**config.mk**
```make
export PLATFORM = sky130hd
export DESIGN_NAME = tmr_ahb_arb
export DESIGN_NICKNAME = d
export VERILOG_FILES = /design/src/rtl/tmr_ahb_arb.sv
export SDC_FILE = /design/constraint.sdc
export NUM_CORES = 1
export LEC_CHECK = 0
export BUFFER_PORTS_ARGS = -buffer_cell sky130_fd_sc_hd__buf_2
export CAP_MARGIN = 10
export CORE_ASPECT_RATIO = 0.7
export CORE_MARGIN = 2
export CORE_UTILIZATION = 42
export DETAILED_ROUTE_END_ITERATION = 10
export PLACE_DENSITY = 0.86
export RECOVER_POWER = 100
export SETUP_SLACK_MARGIN = 0.02
export SLEW_MARGIN = 10
export SYNTH_ARGS = -nofsm -noshare
export SYNTH_HDL_FRONTEND = slang
export SYNTH_SLANG_ARGS = --single-unit
```
**constraint.sdc**
```tcl
create_clock -name clk -period 1.29 [get_ports clk]
set_input_delay 0.0645 -clock clk [delete_from_list [all_inputs] [get_ports clk]]
set_output_delay 0.0645 -clock clk [all_outputs]
set_load 0.01 [all_outputs]
```
**src/rtl/tmr_ahb_arb.sv**
```systemverilog
// tmr_ahb_arb: round-robin arbiter and AHB-lite master for one shared peripheral slave.
// N requesters use a req/gnt/done handshake. The block runs one single 32-bit transfer
// at a time, with an address phase followed by a data phase.
// Optional build macro TMR_AHB_ARB_TIMEOUT_EN ends a stalled data phase with an error
// after TMO wait cycles.
module tmr_ahb_arb #(
  parameter int unsigned N   = 2,
  parameter int unsigned AW  = 5,
  parameter int unsigned TMO = 16
) (
  input  logic            clk,
  input  logic            rst,
  input  logic [N-1:0]    req,
  input  logic [N-1:0]    req_we,
  input  logic [N*AW-1:0] req_addr,
  input  logic [N*32-1:0] req_wd,
  output logic [N-1:0]    gnt,
  output logic [N-1:0]    done,
  output logic [31:0]     rdata,
  output logic            err,
  output logic [AW-1:0]   haddr,
  output logic [31:0]     hwdata,
  input  logic [31:0]     hrdata,
  output logic            hwrite,
  output logic [1:0]      htrans,
  output logic [2:0]      hsize,
  output logic [2:0]      hburst,
  output logic            hsel,
  input  logic            hready,
  input  logic [1:0]      hresp,
  output logic            busy
);

  localparam int unsigned IW = (N > 1) ? $clog2(N) : 1;

  typedef enum logic [1:0] {StIdle, StAddr, StData} state_t;

  state_t          state_q, state_d;
  logic [IW-1:0]   ptr_q, ptr_d;
  logic [IW-1:0]   win_q, win_d;
  logic            we_q, we_d;
  logic [AW-1:0]   addr_q, addr_d;
  logic [31:0]     wd_q, wd_d;
  logic            found;
  logic            timeout;

  assign hsize  = 3'b010;
  assign hburst = 3'b000;
  assign busy   = (state_q != StIdle);

`ifdef TMR_AHB_ARB_TIMEOUT_EN
  localparam int unsigned CW = $clog2(TMO + 1);
  logic [CW-1:0] cnt_q;

  assign timeout = (cnt_q == CW'(TMO));

  // Wait-cycle counter; held at zero outside the data phase so it is clear on entry.
  always_ff @(posedge clk or posedge rst) begin
    if (rst) begin
      cnt_q <= '0;
    end else if (state_q != StData) begin
      cnt_q <= '0;
    end else if (!hready && !timeout) begin
      cnt_q <= cnt_q + 1'b1;
    end
  end
`else
  assign timeout = 1'b0;
`endif

  // Round-robin pick: the lowest requesting index at or after the pointer, wrapping.
  always_comb begin
    int unsigned j;
    j      = 0;
    found  = 1'b0;
    win_d  = win_q;
    we_d   = we_q;
    addr_d = addr_q;
    wd_d   = wd_q;
    for (int unsigned k = 0; k < N; k++) begin
      j = 32'(ptr_q) + k;
      if (j >= N) j = j - N;
      if (!found && req[j]) begin
        found  = 1'b1;
        win_d  = IW'(j);
        we_d   = req_we[j];
        addr_d = req_addr[j*AW +: AW];
        wd_d   = req_wd[j*32 +: 32];
      end
    end
  end

  // The pointer moves past the winner once its grant has been issued.
  always_comb begin
    ptr_d = ptr_q;
    if (state_q == StAddr) begin
      if (32'(win_q) == N - 1) ptr_d = '0;
      else                     ptr_d = win_q + 1'b1;
    end
  end

  // State register.
  always_ff @(posedge clk or posedge rst) begin
    if (rst) state_q <= StIdle;
    else     state_q <= state_d;
  end

  // Arbitration pointer and captured request. The capture happens only in idle, so later
  // changes on req do not disturb a transfer in flight.
  always_ff @(posedge clk or posedge rst) begin
    if (rst) begin
      ptr_q  <= '0;
      win_q  <= '0;
      we_q   <= 1'b0;
      addr_q <= '0;
      wd_q   <= '0;
    end else begin
      ptr_q <= ptr_d;
      if (state_q == StIdle && found) begin
        win_q  <= win_d;
        we_q   <= we_d;
        addr_q <= addr_d;
        wd_q   <= wd_d;
      end
    end
  end

  // Next-state logic.
  always_comb begin
    state_d = state_q;
    unique case (state_q)
      StIdle:  if (found) state_d = StAddr;
      StAddr:  state_d = StData;
      StData:  if (hready || timeout) state_d = StIdle;
      default: state_d = StIdle;
    endcase
  end

  // Output logic: AHB phase signals and per-requester handshake pulses.
  always_comb begin
    gnt    = '0;
    done   = '0;
    rdata  = '0;
    err    = 1'b0;
    haddr  = '0;
    hwdata = '0;
    hwrite = 1'b0;
    htrans = 2'b00;
    hsel   = 1'b0;
    unique case (state_q)
      StAddr: begin
        hsel       = 1'b1;
        htrans     = 2'b10;
        haddr      = addr_q;
        hwrite     = we_q;
        gnt[win_q] = 1'b1;
      end
      StData: begin
        hwdata = wd_q;
        if (hready) begin
          done[win_q] = 1'b1;
          rdata       = we_q ? 32'h0 : hrdata;
          err         = (hresp != 2'b00);
        end else if (timeout) begin
          done[win_q] = 1'b1;
          err         = 1'b1;
        end
      end
      default: ;
    endcase
  end

endmodule
```
Yosys cells after proc, flatten, opt, wreduce, memory -nomap -nowiden --
Index checks and enable logic that the tools add are counted.
Storage, ports and cells: word-level logic and storage cells 75, register bits 42, output and inout port bits 85, bits of input ports 115
Operators by class: multiplexer cells 39, equality and inequality tests 4, reduce and logical (&&, ||, !) cells 10, magnitude comparators 6, multipliers 2, shifts and indexed selects 4, add/sub/neg operators 4
Operators by type and width (count):
- two-way mux 32 bit | 8
- indexed part select 64 x 33 -> 32 bit | 2
- indexed part select 10 x 33 -> 5 bit | 2
- < comparator 32 x 2 -> 1 bit, second input constant | 2
- multiplier 32 x 3 -> 32 bit, second input constant | 2
- two-way mux 1 bit | 20
- two-way mux 5 bit | 3
- two-way mux 2 bit | 6
- case mux 2 bit (3 select lines) | 1
- nonzero test 2 bit | 3
- inequality test 2 bit, second input constant | 2
- AND reduction 2 bit | 2
- logical AND 1 bit | 3
- subtractor 1 x 2 -> 3 bit, second input constant | 1
- subtractor 2 x 2 -> 3 bit, second input constant | 1
- adder 1 x 1 -> 2 bit, second input constant | 1
- equality test 2 x 1 -> 1 bit, second input constant | 1
- equality test 2 bit, second input constant | 1
- greater-or-equal comparator 1 x 2 -> 1 bit, second input constant | 1
- greater-or-equal comparator 2 bit, second input constant | 1
- zero test 2 bit | 1
- < comparator 1 x 2 -> 1 bit, second input constant | 1
- adder 1 bit, second input constant | 1
- demux 1 bit (select 1 bit) | 1
- other kinds (2) | 2

Depth between registers and ports, before layout --
Gate-level depths: netlist (run 1).
word-level depth 10, depth in mapped cells 6, depth with buffers taken out 4

Least setup slack after synthesis (run 1) --
OpenSTA, ideal clock, no wires.
path type register to register, from reg state_q[1], to reg wd_q[0], slack 0.057 ns, arrival time 1.104 ns, cell stages (with the launch flop) 6, path through dfrtp_1 -> nor2_2 -> inv_1 -> clkbuf_1 -> o21ai_0 -> nand3_1
Between the ends: word-level cells in the longest chain between the ends 3
RTL lines:
- from (decl) | RTL line 38 | state_t state_q, state_d;
- from (signal assigned) | RTL line 104 | if (rst) state_q <= StIdle;
- from (signal assigned) | RTL line 105 | else state_q <= state_d;
- zero test 2 bit | RTL line 119 | if (state_q == StIdle && found) begin
- logical AND 1 bit | RTL line 119
- AND reduction 2 bit (no source line)
- to (signal assigned) | RTL line 123 | wd_q <= wd_d;
- to (decl) | RTL line 43 | logic [31:0] wd_q, wd_d;
No other way between the ends. A chain may end at the register's enable or synchronous reset.

Worst setup path after layout (run 1) --
from reg state_q[0], to out hwdata[20]
Between the ends: word-level cells in the longest chain between the ends 2
RTL lines:
- equality test 2 bit | RTL line 150 | unique case (state_q)
- two-way mux 32 bit | RTL line 150
- to (decl) | RTL line 22 | output logic [31:0] hwdata,
No other way between the ends.

==> reports/qor_table.md, run 1 <==
| Item | Reported | Unit |
|:---|:---|:---|
| HPWL reported at the end of detailed placement | 7640 | um |
| CP Max Fanout | 15 | - |
| Flop and latch count out of synthesis | 42 | - |
| Worst-case reg-to-reg path depth | 7 | - |
| Starting Density | 43.5 | % |
| Most crowded layer after global routing | met2 | - |
| Number of DRC violations after detailed-routing iteration 0 | 358 | - |
| Min-delay src | req_addr[4] | - |
| Max-slew violation count | 0 | - |
| Total length of routed wires | 13600 | um |
| Core footprint | 6760 | um^2 |
| Area share of the leading cell type in the synthesized netlist | 35.8 | % |
| Transition time at the pin with the least slew margin | 533 | ps |
| Capturing point of the worst reg2reg path | wd_q[17] | - |
| Buffers on Ports | 192 | - |
| Via-to-Cell Ratio | 6.11 | - |
| Register-to-register setup slack | -220 | ps |
| Share of final-layout standard cells stronger than drive strength 1 | 65.2 | % |
| Worst hold path cell count | 3 | - |
| Initial antenna violation count | 0 | - |
| Final Power | 11.4 | mW |
| Worst slack at placement | -106 | ps |
| Critical Path Source | state_q[0] | - |
| Max VDD drop | 1.46 | mV |
| Footprint of the multi-input gates | 2440 | um^2 |
| Root Buffer | sky130_fd_sc_hd__clkbuf_8 | - |
| Class of the most critical hold timing path | in -> reg | - |
| Met1 layer usage reported by global route | 38.6 | % |
| Ranking of synthesized cells by area | sky130_fd_sc_hd__dfrtp_1 36%, sky130_fd_sc_hd__o2111ai_1 23%, sky130_fd_sc_hd__and2_1 15% | - |
| Run status | complete, but fails checks | - |
| Via count | 3909 | - |
| Global-route usage over all layers | 29.9 | % |
| Wire length of the first global-routing pass | 18400 | um |
| Required time reported for the critical path endpoint | 1230 | ps |
| Drt pass-1 iters | 5 | - |
| Synth area leader | sky130_fd_sc_hd__dfrtp_1 | - |
| Sequential element share of the synthesized area | 35.8 | % |
| Floorplan die height | 74.0 | um |
| P per Cell Area | 2070 | nW/um^2 |
| Worst min-delay path endpoint | addr_q[4] | - |
| Routed wire per std cell | 21.3 | um |
| Placed insts | 610 | - |
| Number of nets still failing antenna checks after routing | 0 | - |
| Post-route non-filler standard cell count | 640 | - |
| Clk sinks | 42 | - |
| TritonCTS clock tree | done | - |
| Leading cell types in the layout, fill and taps excluded | 173 x sky130_fd_sc_hd__buf_2, 54 x sky130_fd_sc_hd__and2_1, 41 x sky130_fd_sc_hd__dfrtp_1, 29 x sky130_fd_sc_hd__o2111ai_2, 27 x sky130_fd_sc_hd__nand3_1 | - |
| Rel. slew slack | 64.5 | % |
| Fin crit share | 129 | % |
| Leakage power | 2.50 | nW |
| Clock Skew | 8.29 | ps |
| Worst skew pair latency | 290 | ps |
| Layout-stage area growth over the synthesis result | 86.5 | % |
| Crit start category | flop | - |
| Largest net degree at the start of global routing | 32 | - |
| Number of unique standard cell types used by synthesis | 21 | - |
| Clock input transition at the sequential cells of the worst setup and hold paths | 80 | ps |
| Max-cap viol count | 0 | - |
| Final Worst Setup Slack | -378 | ps |
| Global routing usage on met2 | 52.6 | % |
| Yosys warnings | 0 | - |
| Count of antenna diodes in the layout | 0 | - |
| Number of rows in the core area | 25 | - |
| Overflow left after global routing | 0 | - |
| Post-synthesis average cell area | 8.49 | um^2 |
| Violations in the final reports | negative setup slack | - |
| Cell area after technology mapping | 2940 | um^2 |
| Nets | 661 | - |
| Fillers | 415 | - |
| Setup Crit Path Kind | reg -> out | - |
| Sequential Area | 1050 | um^2 |
| Number of remaining DRC errors | 0 | - |
| Die area | 7690 | um^2 |
| Via count of the first global-routing pass | 3579 | - |
| RSZ-0062 raised after global routing | true | - |
| Count of H-tree levels built during CTS | 2 | - |
| Routability-driven placement congestion ratio | 0.861 | - |
| Data arrival at the endpoint of the critical path | 1600 | ps |
| Achievable Freq | 600 | MHz |
| Final hold violations | 0 | - |
| Final setup vio count | 113 | - |
| Post-synthesis instance total | 346 | - |
| Buffer levels on the longest clock path | 2 | - |
| Number of CTS-inserted buffers | 5 | - |
| Die Wd | 104 | um |
| M3 GR Usage | 7.01 | % |
| Hold Slack | 37.1 | ps |
| RR Startpoint | state_q[0] | - |
| Time the final worst path needs with I/O delays and setup | 1670 | ps |
| Capturing element type of the critical path | output pin | - |
| Most common cell after layout, fill and taps aside | sky130_fd_sc_hd__buf_2 | - |
| I/O pin cnt | 200 | - |
-- registers in the layout (all words and copies together) (netlist names) --
register  flops
we_q          1
state_q       2
win_q         1
ptr_q         1
wd_q         32
addr_q        5
-- per-stage QoR --
stage	TNS [ps]	util, %	area, um^2
3_3_place_gp	-1550	60.1	4060
4_1_cts	-21460	68.0	4600
2_1_floorplan	0	-	2960
6_report	-26270	81.1	5480
5_1_grt	-33790	81.1	5480
3_5_place_dp	-2890	60.1	4060
-- per-layer routing --
metal | part of all wire [%] | wire (um)
met1 | 39 | 5340
met2 | 50 | 6800
met3 | 9.5 | 1290
met4 | 1.4 | 184
met5 | 0 | 0
-- cell usage after synthesis --
master                      count
sky130_fd_sc_hd__o2111ai_1     76
sky130_fd_sc_hd__and2_1        71
sky130_fd_sc_hd__dfrtp_1       42
sky130_fd_sc_hd__o21ai_0       40
sky130_fd_sc_hd__nand3_1       38
sky130_fd_sc_hd__clkbuf_1      24
sky130_fd_sc_hd__buf_2         15
sky130_fd_sc_hd__buf_4         10
sky130_fd_sc_hd__inv_1          6
sky130_fd_sc_hd__nor2_1         6
sky130_fd_sc_hd__clkbuf_2       4
sky130_fd_sc_hd__buf_1          2
sky130_fd_sc_hd__conb_1         2
sky130_fd_sc_hd__nand2_1        2
sky130_fd_sc_hd__nand2b_1       2
sky130_fd_sc_hd__a21o_1         1
sky130_fd_sc_hd__and2b_1        1
sky130_fd_sc_hd__and3_1         1
sky130_fd_sc_hd__nor2_2         1
sky130_fd_sc_hd__nor3b_2        1
sky130_fd_sc_hd__o211ai_1       1
-- worst max-delay path, cell delays in order (launching register included) --
cell,delay [ps]
sky130_fd_sc_hd__dfrtp_1,400
sky130_fd_sc_hd__buf_6,130
sky130_fd_sc_hd__and2b_4,320
sky130_fd_sc_hd__buf_8,160
sky130_fd_sc_hd__and2_1,160
sky130_fd_sc_hd__buf_2,140
-- cell families (layout without fill, tap and decap cells) --
kind of cell / Yosys count / count (layout) / synth area share, %
and+or+nand+nor: 123 / 123 / 24.1
DFF: 42 / 42 / 35.8
AOI/OAI and AO/OA: 118 / 118 / 30.0
buffers and inverters: 61 / 256 / 9.88
other: 2 / 7 / 0.256
-- report_power, final --
part	switching (mW)	internal [mW]	leakage (nW)
combinational	4.28	3.85	1.94
clock	0.455	0.374	0.0383
sequential	0.440	1.97	0.517
-- what timing repair did --
item / 4_1_cts / 5_1_grt
buffers inserted: 13 / 4
gates cloned: 6 / 6
endpoints found under the setup margin: 117 / 117
pin swaps: 33 / 60
hold buffers: 1 / 0
endpoints found under the hold margin: 29 / 0
gates resized for setup: 37 / 176
-- worst max-delay path by stage --
stage / to / cells past startpoint
floorplan: wd_q[0] / 5
global placement: rdata[31] / 5
detailed placement: rdata[25] / 5
CTS: err / 6
global route: hwdata[20] / 5
finish: hwdata[20] / 5
-- layout make-up --
type	instances	share of cell area [%]
tap	94	2.15
inverter	6	0.502
sequential	42	19.2
timing repair buffer	243	32.3
clock buffer	7	1.39
multi-input combinational	248	44.5
No activity file was read; power rests on OpenSTA's default activity.
==> run 2: changes to the inputs <==
--- a/config.mk
+++ b/config.mk
@@ -13,6 +13,7 @@
 export DETAILED_ROUTE_END_ITERATION = 10
 export PLACE_DENSITY = 0.86
 export RECOVER_POWER = 100
+export REMOVE_ABC_BUFFERS = 1
 export SETUP_SLACK_MARGIN = 0.02
 export SLEW_MARGIN = 10
 export SYNTH_ARGS = -nofsm -noshare
==> run 2 against run 1 <==
The flow still finishes with violations (negative setup slack). Critical path depth stayed put. Power is 21% higher. Sequential power is 2% higher. Wire length is 27% higher. Clock power is 14% higher. Combinational power is 27% higher. Fmax is 2.8% lower. Die area stayed put. Critical path type unchanged. Critical endpoint is now hwdata[31].
==> reports/qor_table.md, run 2 (synthesis results as in run 1) <==
| Item | Reported | Unit | Delta |
|:---|:---|:---|:---|
| Buffer levels on the longest clock path | 2 | - | unchanged |
| Worst skew pair latency | 310 | ps | +20 ps |
| Largest net degree at the start of global routing | 43 | - | +34% |
| Most common cell after layout, fill and taps aside | sky130_fd_sc_hd__buf_2 | - |  |
| Final setup vio count | 118 | - | +4.4% |
| Fin crit share | 133 | % | +3.7 points |
| Die area | 7690 | um^2 | unchanged |
| Count of H-tree levels built during CTS | 2 | - | unchanged |
| Final Power | 13.7 | mW | +21% |
| Setup Crit Path Kind | reg -> out | - |  |
| Switching power share of the total | 43.8 | % | -1.7 points |
| Violations in the final reports | negative setup slack | - |  |
| Buffers on Ports | 192 | - | unchanged |
| Share of final-layout standard cells stronger than drive strength 1 | 71.3 | % | +6.1 points |
| Starting Density | 43.5 | % | unchanged |
| Drt pass-1 iters | 7 | - | +2 |
| Capturing element type of the critical path | output pin | - |  |
| Via count | 4297 | - | +9.9% |
| TritonCTS clock tree | done | - |  |
| Class of the most critical hold timing path | in -> reg | - |  |
| Via count of the first global-routing pass | 3988 | - | +11% |
| RSZ-0062 raised after global routing | true | - |  |
| Via-to-Cell Ratio | 6.52 | - | +6.8% |
| Run status | complete, but fails checks | - |  |
| Floorplan die height | 74.0 | um | unchanged |
| Nets | 679 | - | +2.7% |
| I/O pin cnt | 200 | - | unchanged |
| HPWL reported at the end of detailed placement | 7590 | um | -0.74% |
| Overflow left after global routing | 0 | - | unchanged |
| Largest Register | wd_q | - |  |
| Fillers | 292 | - | -30% |
| Comb power frac | 75.2 | % | +3.7 points |
| Clk sinks | 42 | - | unchanged |
| Switching power of the nets | 6.02 | mW | +16% |
| Part of the power in the clock network | 6.8 | % | -0.5 points |
| Final Worst Setup Slack | -426 | ps | -47.7 ps |
| Max VDD drop | 1.29 | mV | -12% |
| Layout-stage area growth over the synthesis result | 106 | % |  |
| Clock input transition at the sequential cells of the worst setup and hold paths | 100 | ps | +20 ps |
| CP Max Fanout | 8 | - | -7 |
| Wire length of the first global-routing pass | 20400 | um | +11% |
| Required time reported for the critical path endpoint | 1230 | ps | about the same |
| Max-cap viol count | 0 | - | unchanged |
| Crit start category | flop | - |  |
| Data arrival at the endpoint of the critical path | 1650 | ps | +50 ps |
| Number of rows in the core area | 25 | - | unchanged |
| Number of DRC violations after detailed-routing iteration 0 | 422 | - | +18% |
| Root Buffer | sky130_fd_sc_hd__clkbuf_8 | - |  |
| Global-route usage over all layers | 33.9 | % | +4.0 points |
| Largest registers | wd_q (32), addr_q (5), state_q (2) | - |  |
| Final core area utilization | 89.7 | % | +8.6 points |
| P per Cell Area | 2270 | nW/um^2 | +9.3% |
| Initial antenna violation count | 0 | - | unchanged |
| Total negative slack | -39170 | ps | -12890 ps |
| Internal power consumption | 7.73 | mW | +25% |
| Max FFs per register | 32 | - | unchanged |
| Final hold violations | 0 | - | unchanged |
| Routability-driven placement congestion ratio | 0.819 | - | -4.8% |
| Clock Skew | 11.3 | ps | +3.00 ps |
| Max-slew violation count | 0 | - | unchanged |
| Die Wd | 104 | um | unchanged |
| Leakage power | 2.75 | nW | +9.9% |
| Routed wire per std cell | 26.2 | um | +23% |
| Leading cell types in the layout, fill and taps excluded | 133 x sky130_fd_sc_hd__buf_2, 75 x sky130_fd_sc_hd__buf_6, 55 x sky130_fd_sc_hd__and2_4, 42 x sky130_fd_sc_hd__dfrtp_1, 38 x sky130_fd_sc_hd__o2111ai_2 | - |  |
| Worst slack at placement | -102 | ps | +3.74 ps |
| Transition time at the pin with the least slew margin | 611 | ps | +78.5 ps |
| Rel. slew slack | 59.3 | % | -5.2 points |
| Number of remaining DRC errors | 0 | - | unchanged |
| Final std cell area, no fill | 6060 | um^2 | +11% |
| Count of antenna diodes in the layout | 0 | - | unchanged |
| Total length of routed wires | 17300 | um | +27% |
| Core footprint | 6760 | um^2 | unchanged |
| Time the final worst path needs with I/O delays and setup | 1720 | ps | +47.7 ps |
| Number of nets still failing antenna checks after routing | 0 | - | unchanged |
| Achievable Freq | 583 | MHz | -2.8% |
| Total placed instance area | 4010 | um^2 | -1.4% |
| Number of CTS-inserted buffers | 5 | - | unchanged |
| Reg power frac | 18.0 | % | -3.2 points |
-- run 2: cell count changes in the layout (fill, tap and decap cells not counted), sizes merged --
cell / delta
clkinvlp: +1
buf: +18
clkbuf: -1
clkinv: +1
-- run 2: power by group through the flow --
stage / Combinational [mW] / Sequential (mW) / Clock, mW
floorplan: 2.12 / 2.28 / 0
global placement: 4.08 / 2.27 / 0
detailed placement: 4.21 / 2.32 / 0
CTS: 8.10 / 2.29 / 0.911
global route: 10.7 / 2.49 / 0.990
finish: 10.3 / 2.47 / 0.941
-- run 2: worst paths after layout --
path / start / end / slack [ps] / depth (start not counted)
min in group asynchronous: rst / addr_q[0] / 520 / 4
max: state_q[0] / hwdata[31] / -430 / 5
max in group asynchronous: rst / wd_q[28] / 360 / 4
min: req_wd[19] / wd_q[19] / 20 / 3
min reg2reg: wd_q[4] / wd_q[4] / 530 / 2
max reg2reg: state_q[0] / wd_q[20] / -360 / 8
-- run 2: timing repair --
action                                 4_1_cts  5_1_grt
endpoints found under the hold margin       42        0
setup endpoints to repair                  117      117
gates cloned                                18        8
gates resized for setup                    127      165
buffers inserted                            20        5
pin swaps                                   87       50
hold buffers                                 1        0
-- run 2: final cells by class --
type,instances,area (um^2),share of cell area [%]
timing repair buffer,260,2370,39.2
timing repair inverter,1,7.51,0.124
multi-input combinational,248,2390,39.4
tap,94,118,1.94
clock inverter,1,5.00,0.0825
sequential,42,1050,17.3
clock buffer,7,86.3,1.42
inverter,6,32.5,0.537
-- run 2: worst max-delay path, cell delays in order (launching register included) --
cell and delay, ps:
sky130_fd_sc_hd__dfrtp_1 400, sky130_fd_sc_hd__buf_6 130, sky130_fd_sc_hd__and2b_4 340, sky130_fd_sc_hd__buf_6 180
sky130_fd_sc_hd__and2_1 150, sky130_fd_sc_hd__buf_2 150
-- run 2: metal layers --
| layer | share of wire (%) | wire [um] | global-route usage [%] | vias up |
|---|---|---|---|---|
| li1 | - | - | - | 1736 |
| met1 | 35 | 6130 | 41.4 | 2060 |
| met2 | 49 | 8530 | 59.5 | 399 |
| met3 | 9.5 | 1640 | 7.27 | 102 |
| met4 | 5.6 | 970 | 15.3 | 0 |
| met5 | 0 | 0 | 0 | - |
-- run 2: metrics by stage --
step                      hold WS, ps  cells
after global placement            107    606
final                            21.9    659
after CTS                        7.98    653
after global routing             24.4    659
after detailed placement          114    606
after floorplan                   173    296
